**src/rtl/cmp_result_tracker.sv**
```systemverilog
// ---------------------------------------------------------------------------
// cmp_result_tracker
//
// Downstream stage of the 4-bit magnitude comparator. Each accepted operand
// pair is registered for the next stage as (larger operand, compare code).
// The stage also keeps saturating gt/eq/lt tallies, pulses `streak` when
// RUN_LEN identical codes arrive back to back, and traps illegal codes.
//
// Parameters
//   CNT_W        width of each saturating result counter
//   RUN_LEN      consecutive identical codes that raise streak (2..15)
//
// Ports
//   clk          rising-edge clock
//   rst          asynchronous active-high reset
//   clr          synchronous clear of counters, streak FSM and err
//   in_valid     input pair valid
//   in_ready     stage can accept input (combinational)
//   in_a, in_b   operands
//   in_cmp       comparator code: [2]=a>b, [1]=a==b, [0]=a<b
//   out_valid    output register holds a sample
//   out_ready    consumer accepts output
//   out_max      larger operand (in_a when equal)
//   out_code     in_cmp of the held sample
//   gt_cnt       accepted legal samples with code 3'b100
//   eq_cnt       accepted legal samples with code 3'b010
//   lt_cnt       accepted legal samples with code 3'b001
//   streak       one-cycle pulse: run reached RUN_LEN
//   streak_code  code of the current run (meaningful in RUN/LOCKED)
//   err          sticky: an illegal in_cmp was accepted
//
// Streak FSM
//   state  | meaning
//   IDLE   | no run in progress (after reset or clr)
//   RUN    | run of streak_code in progress, run_len < RUN_LEN
//   LOCKED | run reached RUN_LEN and already pulsed; same code stays silent
// ---------------------------------------------------------------------------
module cmp_result_tracker #(
    parameter int CNT_W   = 8,
    parameter int RUN_LEN = 3
) (
    input  logic             clk,
    input  logic             rst,
    input  logic             clr,
    input  logic             in_valid,
    output logic             in_ready,
    input  logic [3:0]       in_a,
    input  logic [3:0]       in_b,
    input  logic [2:0]       in_cmp,
    output logic             out_valid,
    input  logic             out_ready,
    output logic [3:0]       out_max,
    output logic [2:0]       out_code,
    output logic [CNT_W-1:0] gt_cnt,
    output logic [CNT_W-1:0] eq_cnt,
    output logic [CNT_W-1:0] lt_cnt,
    output logic             streak,
    output logic [2:0]       streak_code,
    output logic             err
);

    localparam logic [2:0]       CODE_GT   = 3'b100;
    localparam logic [2:0]       CODE_EQ   = 3'b010;
    localparam logic [2:0]       CODE_LT   = 3'b001;
    localparam logic [CNT_W-1:0] CNT_MAX   = {CNT_W{1'b1}};
    localparam logic [CNT_W-1:0] CNT_ONE   = CNT_W'(1);
    localparam logic [3:0]       RUN_LEN_C = 4'(RUN_LEN);

    typedef enum logic [1:0] {
        IDLE   = 2'd0,
        RUN    = 2'd1,
        LOCKED = 2'd2
    } state_t;

    state_t     state;
    logic [3:0] run_len;
    logic [3:0] run_len_inc;

    logic       accept;
    logic       legal;
    logic       acc_legal;
    logic       acc_illegal;
    logic       same_code;
    logic [3:0] max_val;

    // ------------------------------------------------------------------
    // Handshake and decode
    // ------------------------------------------------------------------
    // One-entry output register: accept whenever it is empty or being
    // drained this cycle.
    assign in_ready    = !out_valid || out_ready;
    assign accept      = in_valid && in_ready;

    assign legal       = (in_cmp == CODE_GT) || (in_cmp == CODE_EQ) ||
                         (in_cmp == CODE_LT);
    assign acc_legal   = accept && legal;
    assign acc_illegal = accept && !legal;

    // The comparator already decided; trust its code rather than compare
    // again, so a downstream mismatch points at the comparator.
    assign max_val     = in_cmp[0] ? in_b : in_a;

    assign same_code   = (in_cmp == streak_code);
    assign run_len_inc = run_len + 4'd1;

    // ------------------------------------------------------------------
    // Output register. clr deliberately does not touch it: a sample
    // accepted during clr still flows downstream.
    // ------------------------------------------------------------------
    always_ff @(posedge clk or posedge rst) begin
        if (rst) begin
            out_valid <= 1'b0;
            out_max   <= 4'd0;
            out_code  <= 3'd0;
        end else if (acc_legal) begin
            out_valid <= 1'b1;
            out_max   <= max_val;
            out_code  <= in_cmp;
        end else if (out_ready) begin
            // Covers plain drains and illegal accepts, which are dropped.
            out_valid <= 1'b0;
        end
    end

    // ------------------------------------------------------------------
    // Saturating result counters and sticky error
    // ------------------------------------------------------------------
    always_ff @(posedge clk or posedge rst) begin
        if (rst) begin
            gt_cnt <= '0;
            eq_cnt <= '0;
            lt_cnt <= '0;
            err    <= 1'b0;
        end else if (clr) begin
            gt_cnt <= '0;
            eq_cnt <= '0;
            lt_cnt <= '0;
            err    <= 1'b0;
        end else begin
            if (acc_legal && in_cmp == CODE_GT && gt_cnt != CNT_MAX)
                gt_cnt <= gt_cnt + CNT_ONE;
            if (acc_legal && in_cmp == CODE_EQ && eq_cnt != CNT_MAX)
                eq_cnt <= eq_cnt + CNT_ONE;
            if (acc_legal && in_cmp == CODE_LT && lt_cnt != CNT_MAX)
                lt_cnt <= lt_cnt + CNT_ONE;
            if (acc_illegal)
                err <= 1'b1;
        end
    end

    // ------------------------------------------------------------------
    // Streak FSM with registered pulse
    // ------------------------------------------------------------------
    always_ff @(posedge clk or posedge rst) begin
        if (rst) begin
            state       <= IDLE;
            run_len     <= 4'd0;
            streak      <= 1'b0;
            streak_code <= 3'd0;
        end else if (clr) begin
            state       <= IDLE;
            run_len     <= 4'd0;
            streak      <= 1'b0;
            streak_code <= 3'd0;
        end else begin
            streak <= 1'b0;
            if (acc_legal) begin
                case (state)
                    IDLE: begin
                        // RUN_LEN >= 2, so a single sample never pulses.
                        state       <= RUN;
                        run_len     <= 4'd1;
                        streak_code <= in_cmp;
                    end
                    RUN: begin
                        if (same_code) begin
                            run_len <= run_len_inc;
                            if (run_len_inc == RUN_LEN_C) begin
                                streak <= 1'b1;
                                state  <= LOCKED;
                            end
                        end else begin
                            run_len     <= 4'd1;
                            streak_code <= in_cmp;
                        end
                    end
                    LOCKED: begin
                        // Same code keeps the lock silently; run_len is
                        // frozen at RUN_LEN so it cannot wrap.
                        if (!same_code) begin
                            state       <= RUN;
                            run_len     <= 4'd1;
                            streak_code <= in_cmp;
                        end
                    end
                    default: begin
                        state   <= IDLE;
                        run_len <= 4'd0;
                    end
                endcase
            end
        end
    end

endmodule

```
**config.mk**
```make
export PLATFORM = sky130hd
export DESIGN_NAME = cmp_result_tracker
export DESIGN_NICKNAME = d
export VERILOG_FILES = /design/src/rtl/cmp_result_tracker.sv
export SDC_FILE = /design/constraint.sdc
export NUM_CORES = 1
export LEC_CHECK = 0
export ABC_AREA = 1
export ABC_CLOCK_PERIOD_IN_PS = 1530
export BUFFER_PORTS_ARGS = -buffer_cell sky130_fd_sc_hd__buf_2
export CORE_AREA = 2 2 78 80
export CTS_BUF_LIST = sky130_fd_sc_hd__clkbuf_16
export DETAILED_ROUTE_END_ITERATION = 10
export DIE_AREA = 0 0 80 82
export PLACE_DENSITY = 0.67
export SKIP_CTS_REPAIR_TIMING = 1
export SLEW_MARGIN = 20
export SYNTH_ARGS = -nofsm -noshare
export SYNTH_HDL_FRONTEND = slang
export SYNTH_SLANG_ARGS = --single-unit
```
**constraint.sdc**
```tcl
create_clock -name clk -period 1.53 [get_ports clk]
set_input_delay 0.153 -clock clk [delete_from_list [all_inputs] [get_ports clk]]
set_output_delay 0.153 -clock clk [all_outputs]
set_load 0.05 [all_outputs]
```
==> results.yml, run 1 <==
route:
  num_vias: 2210
  vias_per_cell: 4.846
  wl_per_cell_um: 12.13
  drt_first_pass_iters: 4
  route.detailed.drc: 0
  routed_wl_mm: 5.530
  drt_iter0_markers: 110
  ant_nets: 0
critical_path:
  arrival_ns: 1.62
  r2r_start: "gt_cnt[0]$_DFFE_PP0P_"
  critPathLaunchType: "flip-flop"
  r2r_cells: 8
  r2r_end: "gt_cnt[3]$_DFFE_PP0P_"
  critical-path-slowest-cell: "dfrtp_2"
  crit_required_ns: 1.73
  r2r_setup_slack_ns: 0.11
  critPathKind: "flip-flop to flip-flop"
  crit_fanout: 10
  max_stage_delay_ns: 0.42
  critPathCaptureType: "flip-flop"
  crit_path_cell_trace: "ha_4 > nand3_2 > nor3_1 > nor2_1 > buf_4 > nand3_1 > nand2_1 > a21oi_1"
cts:
  clkTransAtPathRegs_ns: 0.06
  root_buffer: "clkbuf_16"
  cts_buffers: 5
  clk_latency_ns: 0.29
  cts.path.max_buffers: 2
  cts_tree: "yes"
  cts_sinks: 43
  cts_htree_levels: 2
cells_and_area:
  final_common_cell: "nand2_1"
  layout_common_cells: "nand2_1, buf_2, nand3_1, dfrtp_1, nor2_1"
  final_nets: 406
  design_area_um2: 3202
  diodes: 0
  area_growth_pct: 27.31
  fillers: 553
  fin_cells: 456
  final_layout_size_suffix_gt1_share_pct: 30.18
yosys:
  synth-simple-area-share_pct: 37.16
  avgSynthCellArea_um2: 7.933
  synth_edf_count: 0
  synth_fa_ha_area_share_pct: 4.975
  synth_area_um2: 2515
  synth-seq-area-share_pct: 42.79
  ys_types: 33
  yosysWarnings: 0
  async_reset_ff_share_pct: 100.0
  synth_top_family_by_area: "simple AND/OR/NAND/NOR gates"
  synthCells: 317
  synthesis.nets: 343
  synthFlopType: "dfrtp_1"
  ys_ff_latch: 43
  synth.mux.area_fraction_pct: 0
  synth-compound-area-share_pct: 4.677
  synth-xor-area-share_pct: 4.527
die:
  fp.dieArea_um2: 6560
  coreArea_um2: 5746
  die_x_um: 80
  pin_count: 54
  start_util_pct: 43.77
  std_cell_rows: 28
  die_h_um: 82
timing:
  rsz0062_at_grt: "true"
  setup_viol_count_final: 0
  hold_ws_ns: 0.1205
  worstMarginPinSlew_ns: 0.2561
  slew_headroom_pct: 82.93
  worst_slack_ns: 0.1119
  period_needed_ns: 1.418
  fmax_mhz: 705.2
  fin_skew_ns: 0.005109
  slew_violations: 0
  finalHoldViolCount: 0
  timing.final.crit_share_pct: 92.69
place:
  place_congestion: 0.8035
  dpl.cell_count: 447
  dp_hpwl_mm: 3.963
  place_area_um2: 2980
  place_ws_ns: 0.1009
  io_buffers: 53
global_routing:
  grt_max_degree: 44
  grt_pass1_wl_mm: 9.128
  antenna_found_initial: 0
  grt_pass1_vias: 2070
  grt_use_total_pct: 17.84
  grt_overflow_total: 0
power_and_ir_drop:
  p_sw_w: 0.001268
  cell_internal_pwr_w: 0.002460
  pwr-share-seq_pct: 36.5
  ir_worst_vdd_v: 0.0006272
  powerDensity_nw_per_um2: 1164
  p_comb_share_pct: 26.1
  swShare_pct: 34.01
  power_frac_clock_pct: 37.4
  power.leakage_nw: 1.736
min_path:
  hold_path_end: "out_max[0]$_DFFE_PP0P_"
  min_path_cells: 3
  hp-start: "in_a[0]"
  holdCritPathClass: "input pin to flip-flop"
run:
  cap_violations: 0
run_status:
  status: "finished, final reports clean"
sequential cells by signal (all words and copies together) (netlist names):
signal,count
out_max,4
streak,1
state,2
lt_cnt,8
out_valid,1
out_code,3
err,1
eq_cnt,8
streak_code,3
run_len,4
gt_cnt,8
layer usage:
layer / track usage, % / vias to the layer above / wire length, um
li1: - / 1144 / -
met1: 20.59 / 1028 / 2464
met2: 32.33 / 31 / 2771
met3: 3.626 / 7 / 208
met4: 7.119 / 0 / 86
met5: 0 / - / 0
critical path: cells and delay by family, from the launching register on:
family	cells	cell delay, ns
compound gates	1	0.15
buf+inv	1	0.17
fa+ha+maj	1	0.17
simple gates	5	0.43
flops	1	0.42
area by class of cell:
type	count	area [um^2]	share of cell area (%)
tap	75	93.84	2.931
sequential	43	1087	33.96
multi-input combinational	239	1369	42.75
clock inverter	3	67.56	2.110
clock buffer	5	125.1	3.908
inverter	29	111.4	3.478
timing repair buffer	62	347.8	10.86
power by group through the flow:
stage | registers, W | clock network [W] | logic [W]
global placement | 0.00137 | 0 | 0.000941
detailed placement | 0.00138 | 0 | 0.000957
global route | 0.00137 | 0.00146 | 0.00106
finish | 0.00136 | 0.00140 | 0.000971
CTS | 0.00136 | 0.00142 | 0.000970
floorplan | 0.00165 | 0 | 0.000455
per-stage QoR:
stage	power, W	TNS [ns]	utilization [%]
6_report	0.003727	0	55.73
4_1_cts	0.003747	0	55.23
3_3_place_gp	0.002316	0	51.87
3_5_place_dp	0.002339	0	51.87
5_1_grt	0.003895	-0.04085	55.73
2_1_floorplan	0.002102	-0.07760	-
worst max-delay path by stage:
stage / start / end / cells past startpoint / slack [ns]
after floorplan: lt_cnt[1]$_DFFE_PP0P_ / lt_cnt[1]$_DFFE_PP0P_ / 7 / -0.02
after global placement: lt_cnt[1]$_DFFE_PP0P_ / lt_cnt[1]$_DFFE_PP0P_ / 7 / 0.12
after detailed placement: gt_cnt[0]$_DFFE_PP0P_ / gt_cnt[3]$_DFFE_PP0P_ / 7 / 0.10
after CTS: gt_cnt[0]$_DFFE_PP0P_ / gt_cnt[3]$_DFFE_PP0P_ / 7 / 0.08
after global routing: gt_cnt[0]$_DFFE_PP0P_ / gt_cnt[3]$_DFFE_PP0P_ / 8 / -0.03
final: gt_cnt[0]$_DFFE_PP0P_ / gt_cnt[3]$_DFFE_PP0P_ / 8 / 0.11
cells in the mapped netlist (4+ instances only):
master,number,share of area [%]
inv_2,8,1.2
inv_1,20,3.0
a31oi_1,4,0.99
dfrtp_1,43,43
nand2_1,94,14
nor2_1,33,4.9
nand3_1,36,7.2
nand3b_1,8,2.4
nor3_1,4,0.80
ha_1,10,5.0
xor2_1,12,4.2
nand4_1,6,1.5
a21oi_1,4,0.80
logic make-up after synthesis:
group                    count (synthesis)
adder cells (fa/ha/maj)                 10
buffers and inverters                   35
AND/OR/NAND/NOR                        198
flip-flops                              43
AO/OA/AOI/OAI                           18
XOR/XNOR                                13
Power figures use the tool's default switching activity.
==> run 2, diff against run 1 <==
Settings changed: CTS_BUF_LIST sky130_fd_sc_hd__clkbuf_16 to sky130_fd_sc_hd__clkbuf_4 sky130_fd_sc_hd__clkbuf_8.
==> run 2 against run 1 <==
Compared with the run above:
- non-clock buffer count increased by 1
- sequential cell count unchanged
- setup slack improved by 0.0085 ns
- hold slack got worse by 0.018 ns
- global-route usage unchanged
- sequential share of layout area increased by 0.55 points
- sequential power about the same
- largest cell class unchanged
==> results.yml, run 2 (same netlist as run 1, synthesis figures left out) <==
run_status:
  status: "finished, final reports clean"
timing:
  rsz0062_at_grt: "true"
  worstMarginPinSlew_ns: 0.2602
  fin_skew_ns: 0.005230
  slew_violations: 0
  period_needed_ns: 1.410
  finalHoldViolCount: 0
  fmax_mhz: 709.4
  setup_viol_count_final: 0
  timing.final.crit_share_pct: 92.13
  slew_headroom_pct: 82.56
  fin_tns_setup_ns: 0
cts:
  clk_latency_ns: 0.30
  cts.path.max_buffers: 2
  cts_buffers: 5
  root_buffer: "clkbuf_8"
  cts_htree_levels: 2
  clkTransAtPathRegs_ns: 0.09
  cts_sinks: 43
  cts_tree: "yes"
cells_and_area:
  area_growth_pct: 25.27
  final_common_cell: "nand2_1"
  layout_common_cells: "nand2_1, buf_2, nand3_1, dfrtp_1, nor2_1"
  reg.largest.list: "eq_cnt (8), gt_cnt (8), lt_cnt (8)"
  final_layout_size_suffix_gt1_share_pct: 30.10
  fin_util_pct: 54.83
  fillers: 555
  fin_cells: 457
  final_nets: 407
  diodes: 0
  design_area_um2: 3151
global_routing:
  grt_use_total_pct: 17.84
  antenna_found_initial: 0
  grt_max_degree: 44
  grt_pass1_vias: 2112
  grt_pass1_wl_mm: 9.246
  grt_overflow_total: 0
route:
  routed_wl_mm: 5.427
  drt_first_pass_iters: 4
  vias_per_cell: 4.849
  drt_iter0_markers: 98
  wl_per_cell_um: 11.88
  num_vias: 2216
  route.detailed.drc: 0
  ant_nets: 0
place:
  dpl.cell_count: 447
  place_area_um2: 2980
  io_buffers: 53
  dp_hpwl_mm: 3.963
  place_congestion: 0.8035
critical_path:
  arrival_ns: 1.60
  critPathCaptureType: "flip-flop"
  critPathLaunchType: "flip-flop"
  crit_fanout: 7
  r2r_start: "streak_code[2]$_DFFE_PP0P_"
  r2r_end: "state[0]$_DFFE_PP0P_"
  critPathKind: "flip-flop to flip-flop"
  r2r_setup_slack_ns: 0.12
  r2r_cells: 10
  crit_required_ns: 1.72
power_and_ir_drop:
  powerDensity_nw_per_um2: 1076
  power.leakage_nw: 1.715
  ir_worst_vdd_v: 0.0004802
run:
  cap_violations: 0
die:
  std_cell_rows: 28
  pin_count: 54
  fp.dieArea_um2: 6560
  die_h_um: 82
  die_x_um: 80
  start_util_pct: 43.77
  coreArea_um2: 5746
min_path:
  hold_path_end: "out_max[0]$_DFFE_PP0P_"
  min_path_cells: 3
  hp-start: "in_a[0]"
  holdCritPathClass: "input pin to flip-flop"
-- run 2: cell types whose count changed in the layout (fill, tap and decap cells not counted), sizes merged --
cell,delta
buf,+1
-- run 2: critical path, stage by stage, from the launching register on --
cell,delay [ns]
dfrtp_1,0.43
inv_1,0.07
nand2_1,0.05
nand2_1,0.08
nand2_1,0.08
nor2_2,0.16
nand2_1,0.12
nand2_4,0.12
inv_4,0.06
nand3_1,0.07
nand2_1,0.06
-- run 2: through the flow --
| stage | setup slack [ns] | power [W] | hold WS, ns |
|---|---|---|---|
| after detailed placement | 0.1009 | 0.002339 | 0.2091 |
| after global routing | -0.009776 | 0.003583 | 0.1037 |
| after floorplan | -0.01575 | 0.002102 | 0.3075 |
| after CTS | 0.07761 | 0.003424 | -0.1188 |
| final | 0.1204 | 0.003389 | 0.1023 |
| after global placement | 0.1206 | 0.002316 | 0.2057 |
-- run 2: routing by layer --
| metal | up-vias | share of wire (%) | GRT usage, % |
|---|---|---|---|
| li1 | 1146 | - | - |
| met5 | - | 0 | 0 |
| met1 | 1020 | 43 | 21.14 |
| met2 | 46 | 52 | 32.42 |
| met4 | 0 | 0.85 | 6.610 |
| met3 | 4 | 4.0 | 2.967 |
-- run 2: how the worst max path moves through the flow --
stage                                           from                      to  slack, ns  depth (start not counted)
after global placement         lt_cnt[1]$_DFFE_PP0P_   lt_cnt[1]$_DFFE_PP0P_       0.12                          7
after floorplan                lt_cnt[1]$_DFFE_PP0P_   lt_cnt[1]$_DFFE_PP0P_      -0.02                          7
final                     streak_code[2]$_DFFE_PP0P_    state[0]$_DFFE_PP0P_       0.12                         10
after detailed placement       gt_cnt[0]$_DFFE_PP0P_   gt_cnt[3]$_DFFE_PP0P_       0.10                          7
after global routing           gt_cnt[1]$_DFFE_PP0P_   gt_cnt[3]$_DFFE_PP0P_      -0.01                          8
after CTS                       state[1]$_DFFE_PP0P_  run_len[2]$_DFFE_PP0P_       0.08                          6
-- run 2: report_power, final --
part           total [W]  internal [W]  switching, W
sequential       0.00136       0.00125      0.000108
combinational   0.000966      0.000274      0.000692
clock            0.00107      0.000651      0.000416
-- run 2: layout make-up --
type | instances | area (um^2) | area share [%]
multi-input cells | 239 | 1366 | 43.37
clock buffers | 5 | 68.82 | 2.184
inverters | 29 | 111.4 | 3.535
well taps | 75 | 93.84 | 2.979
repair buffers | 63 | 355.3 | 11.28
flip-flops and latches | 43 | 1087 | 34.51
clock inverters | 3 | 67.56 | 2.145
==> run 3, diff against run 2 <==
Settings changed: ABC_AREA 1 to default, CORE_AREA 2 2 78 80 to 2 2 76 78, DIE_AREA 0 0 80 82 to 0 0 78 80, PLACE_DENSITY 0.67 to 0.66, SKIP_LAST_GASP from default to 1, SLEW_MARGIN 20 to default.
==> run 3 against run 2 <==
Compared with the run above:
- critical path type unchanged
- power fell by 21%
- die area fell by 4.9%
- cell count shrank 11%
- first-iteration DRC count fell by 17%
- the run now ends with negative setup slack left
==> results.yml, run 3 <==
run_status:
  status: "complete, but fails checks"
  violations: "negative setup slack"
cells_and_area:
  area_growth_pct: 46.13
  final_layout_size_suffix_gt1_share_pct: 51.05
  reg.largest.list: "eq_cnt (8), gt_cnt (8), lt_cnt (8)"
  final_nets: 358
  design_area_um2: 3421
  diodes: 0
  final_common_cell: "buf_2"
  fin_cells: 405
  layout_common_cells: "buf_2, buf_4, nor2_1"
route:
  routed_wl_mm: 5.197
  num_vias: 2013
  wl_per_cell_um: 12.83
  vias_per_cell: 4.970
  route.detailed.drc: 0
  drt_first_pass_iters: 4
  drt_iter0_markers: 81
  ant_nets: 0
yosys:
  synth_fa_ha_area_share_pct: 5.345
  synth-compound-area-share_pct: 9.139
  synth_top_family_by_area: "simple AND/OR/NAND/NOR gates"
  synth.largest_area_cell: "dfrtp_1"
  synth_edf_count: 0
  synth.mux.area_fraction_pct: 4.543
  synthTopCellsByCount: "dfrtp_1, nor2_1, nand2_1, xnor2_1, nand3_1"
  synth_area_um2: 2341
  ys_types: 44
  yosysTopAreaCellShare_pct: 45.96
  synth.top_cells.by_area: "dfrtp_1, xnor2_1, nor2_1"
  synth-simple-area-share_pct: 22.88
  synth-seq-area-share_pct: 45.96
  synth-xor-area-share_pct: 8.979
  yosysWarnings: 0
  ys_ff_latch: 43
  yosysMostFrequentCell: "dfrtp_1"
  synthCells: 239
  async_reset_ff_share_pct: 100.0
  synthFlopType: "dfrtp_1"
  avgSynthCellArea_um2: 9.795
  synthesis.nets: 265
timing:
  period_needed_ns: 1.786
  fin_tns_setup_ns: -0.7938
  timing.final.crit_share_pct: 116.7
  slew_violations: 0
  finalHoldViolCount: 0
  rsz0062_at_grt: "true"
  worstMarginPinSlew_ns: 0.4758
  worst_slack_ns: -0.2560
  fin_skew_ns: 0.008167
  setup_viol_count_final: 8
  slew_headroom_pct: 68.08
  fmax_mhz: 559.9
cts:
  clkTransAtPathRegs_ns: 0.08
  root_buffer: "clkbuf_8"
  cts_htree_levels: 2
  clk_latency_ns: 0.29
  cts_sinks: 43
  cts_buffers: 5
  cts.path.max_buffers: 2
  cts_tree: "yes"
die:
  std_cell_rows: 27
  die_h_um: 80
  pin_count: 54
  start_util_pct: 43.31
  die_x_um: 78
  fp.dieArea_um2: 6240
  coreArea_um2: 5405
power_and_ir_drop:
  power.leakage_nw: 1.501
  power_w: 0.002666
  ir_worst_vdd_v: 0.0006002
  powerDensity_nw_per_um2: 779.3
place:
  place_congestion: 0.7950
  io_buffers: 53
  place_area_um2: 3138
  dpl.cell_count: 391
  place_ws_ns: -0.2363
  dp_hpwl_mm: 3.782
min_path:
  holdCritPathClass: "input pin to flip-flop"
global_routing:
  grt_max_degree: 33
  grt_pass1_vias: 1926
  antenna_found_initial: 0
  grt_pass1_wl_mm: 8.507
  grt_use_total_pct: 17.03
  grt_overflow_total: 0
critical_path:
  crit_fanout: 4
  critPathLaunchType: "flip-flop"
  crit_required_ns: 1.73
  critPathKind: "flip-flop to flip-flop"
  arrival_ns: 1.98
  critPathCaptureType: "flip-flop"
run:
  cap_violations: 0
[run 3: cell count changes after synthesis, sizes merged, moves of 7 or more]
| cell | delta |
|---|---|
| xnor2 | +18 |
| inv | -20 |
| nor4 | +8 |
| xor2 | -7 |
| nand3b | -8 |
| nand2 | -81 |
| nand3 | -26 |
[run 3: layout make-up]
class / count / area [um^2]
well taps: 72 / 90.09
clock inverters: 1 / 5.005
repair buffers: 95 / 615.6
inverters: 9 / 33.78
multi-input cells: 178 / 1481
clock buffers: 7 / 90.09
flip-flops and latches: 43 / 1105
fillers: 457 / 1984
[run 3: logic make-up after synthesis]
family                     count (synthesis)
and+or+nand+nor                          103
DFF                                       43
AOI/OAI and AO/OA                         31
xor gates and xnor gates                  24
buffers and inverters                     18
muxes                                     10
adders and majority gates                 10
[run 3: per-layer routing]
| layer | global-route usage (%) | routed length [um] | share of wire (%) |
|---|---|---|---|
| met4 | 7.018 | 74 | 1.4 |
| met2 | 28.19 | 2537 | 49 |
| met3 | 2.602 | 167 | 3.2 |
| met5 | 0 | 0 | 0 |
| met1 | 22.34 | 2417 | 47 |
[run 3: worst paths after layout]
kind                                             start                endpoint  slack, ns  depth (start not counted)
max in group asynchronous                          rst   gt_cnt[4]$_DFFE_PP0P_       0.68                          4
worst min register to register  out_max[0]$_DFFE_PP0P_  out_max[0]$_DFFE_PP0P_       0.48                          2
worst max-delay path            run_len[1]$_DFFE_PP0P_    state[0]$_DFFE_PP0P_      -0.26                          6
worst min-delay path                               clr        streak$_DFF_PP0_       0.14                          2
min in group asynchronous                          rst  run_len[3]$_DFFE_PP0P_       0.37                          3
worst max register to register  run_len[1]$_DFFE_PP0P_    state[0]$_DFFE_PP0P_      -0.26                          6
[run 3: power breakdown]
group	total, W	internal (W)	switching [W]
clock	0.000757	0.000382	0.000375
sequential	0.00124	0.00120	0.0000384
combinational	0.000671	0.000232	0.000439
total	0.00267	0.00181	0.000853
[run 3: per-stage QoR]
stage / hold slack [ns] / util, %
after floorplan: 0.3492 / -
after global placement: 0.1327 / 58.06
after detailed placement: 0.1363 / 58.06
after CTS: -0.1870 / 59.81
after global routing: 0.1528 / 63.29
final: 0.1408 / 63.29
[run 3: worst max-delay path, cell delays in order, from the launching register on]
cell      delay, ns
dfrtp_1        0.42
ha_2           0.20
or4b_4         0.49
o31ai_4        0.08
a21o_1         0.22
a21oi_1        0.09
a311oi_1       0.20
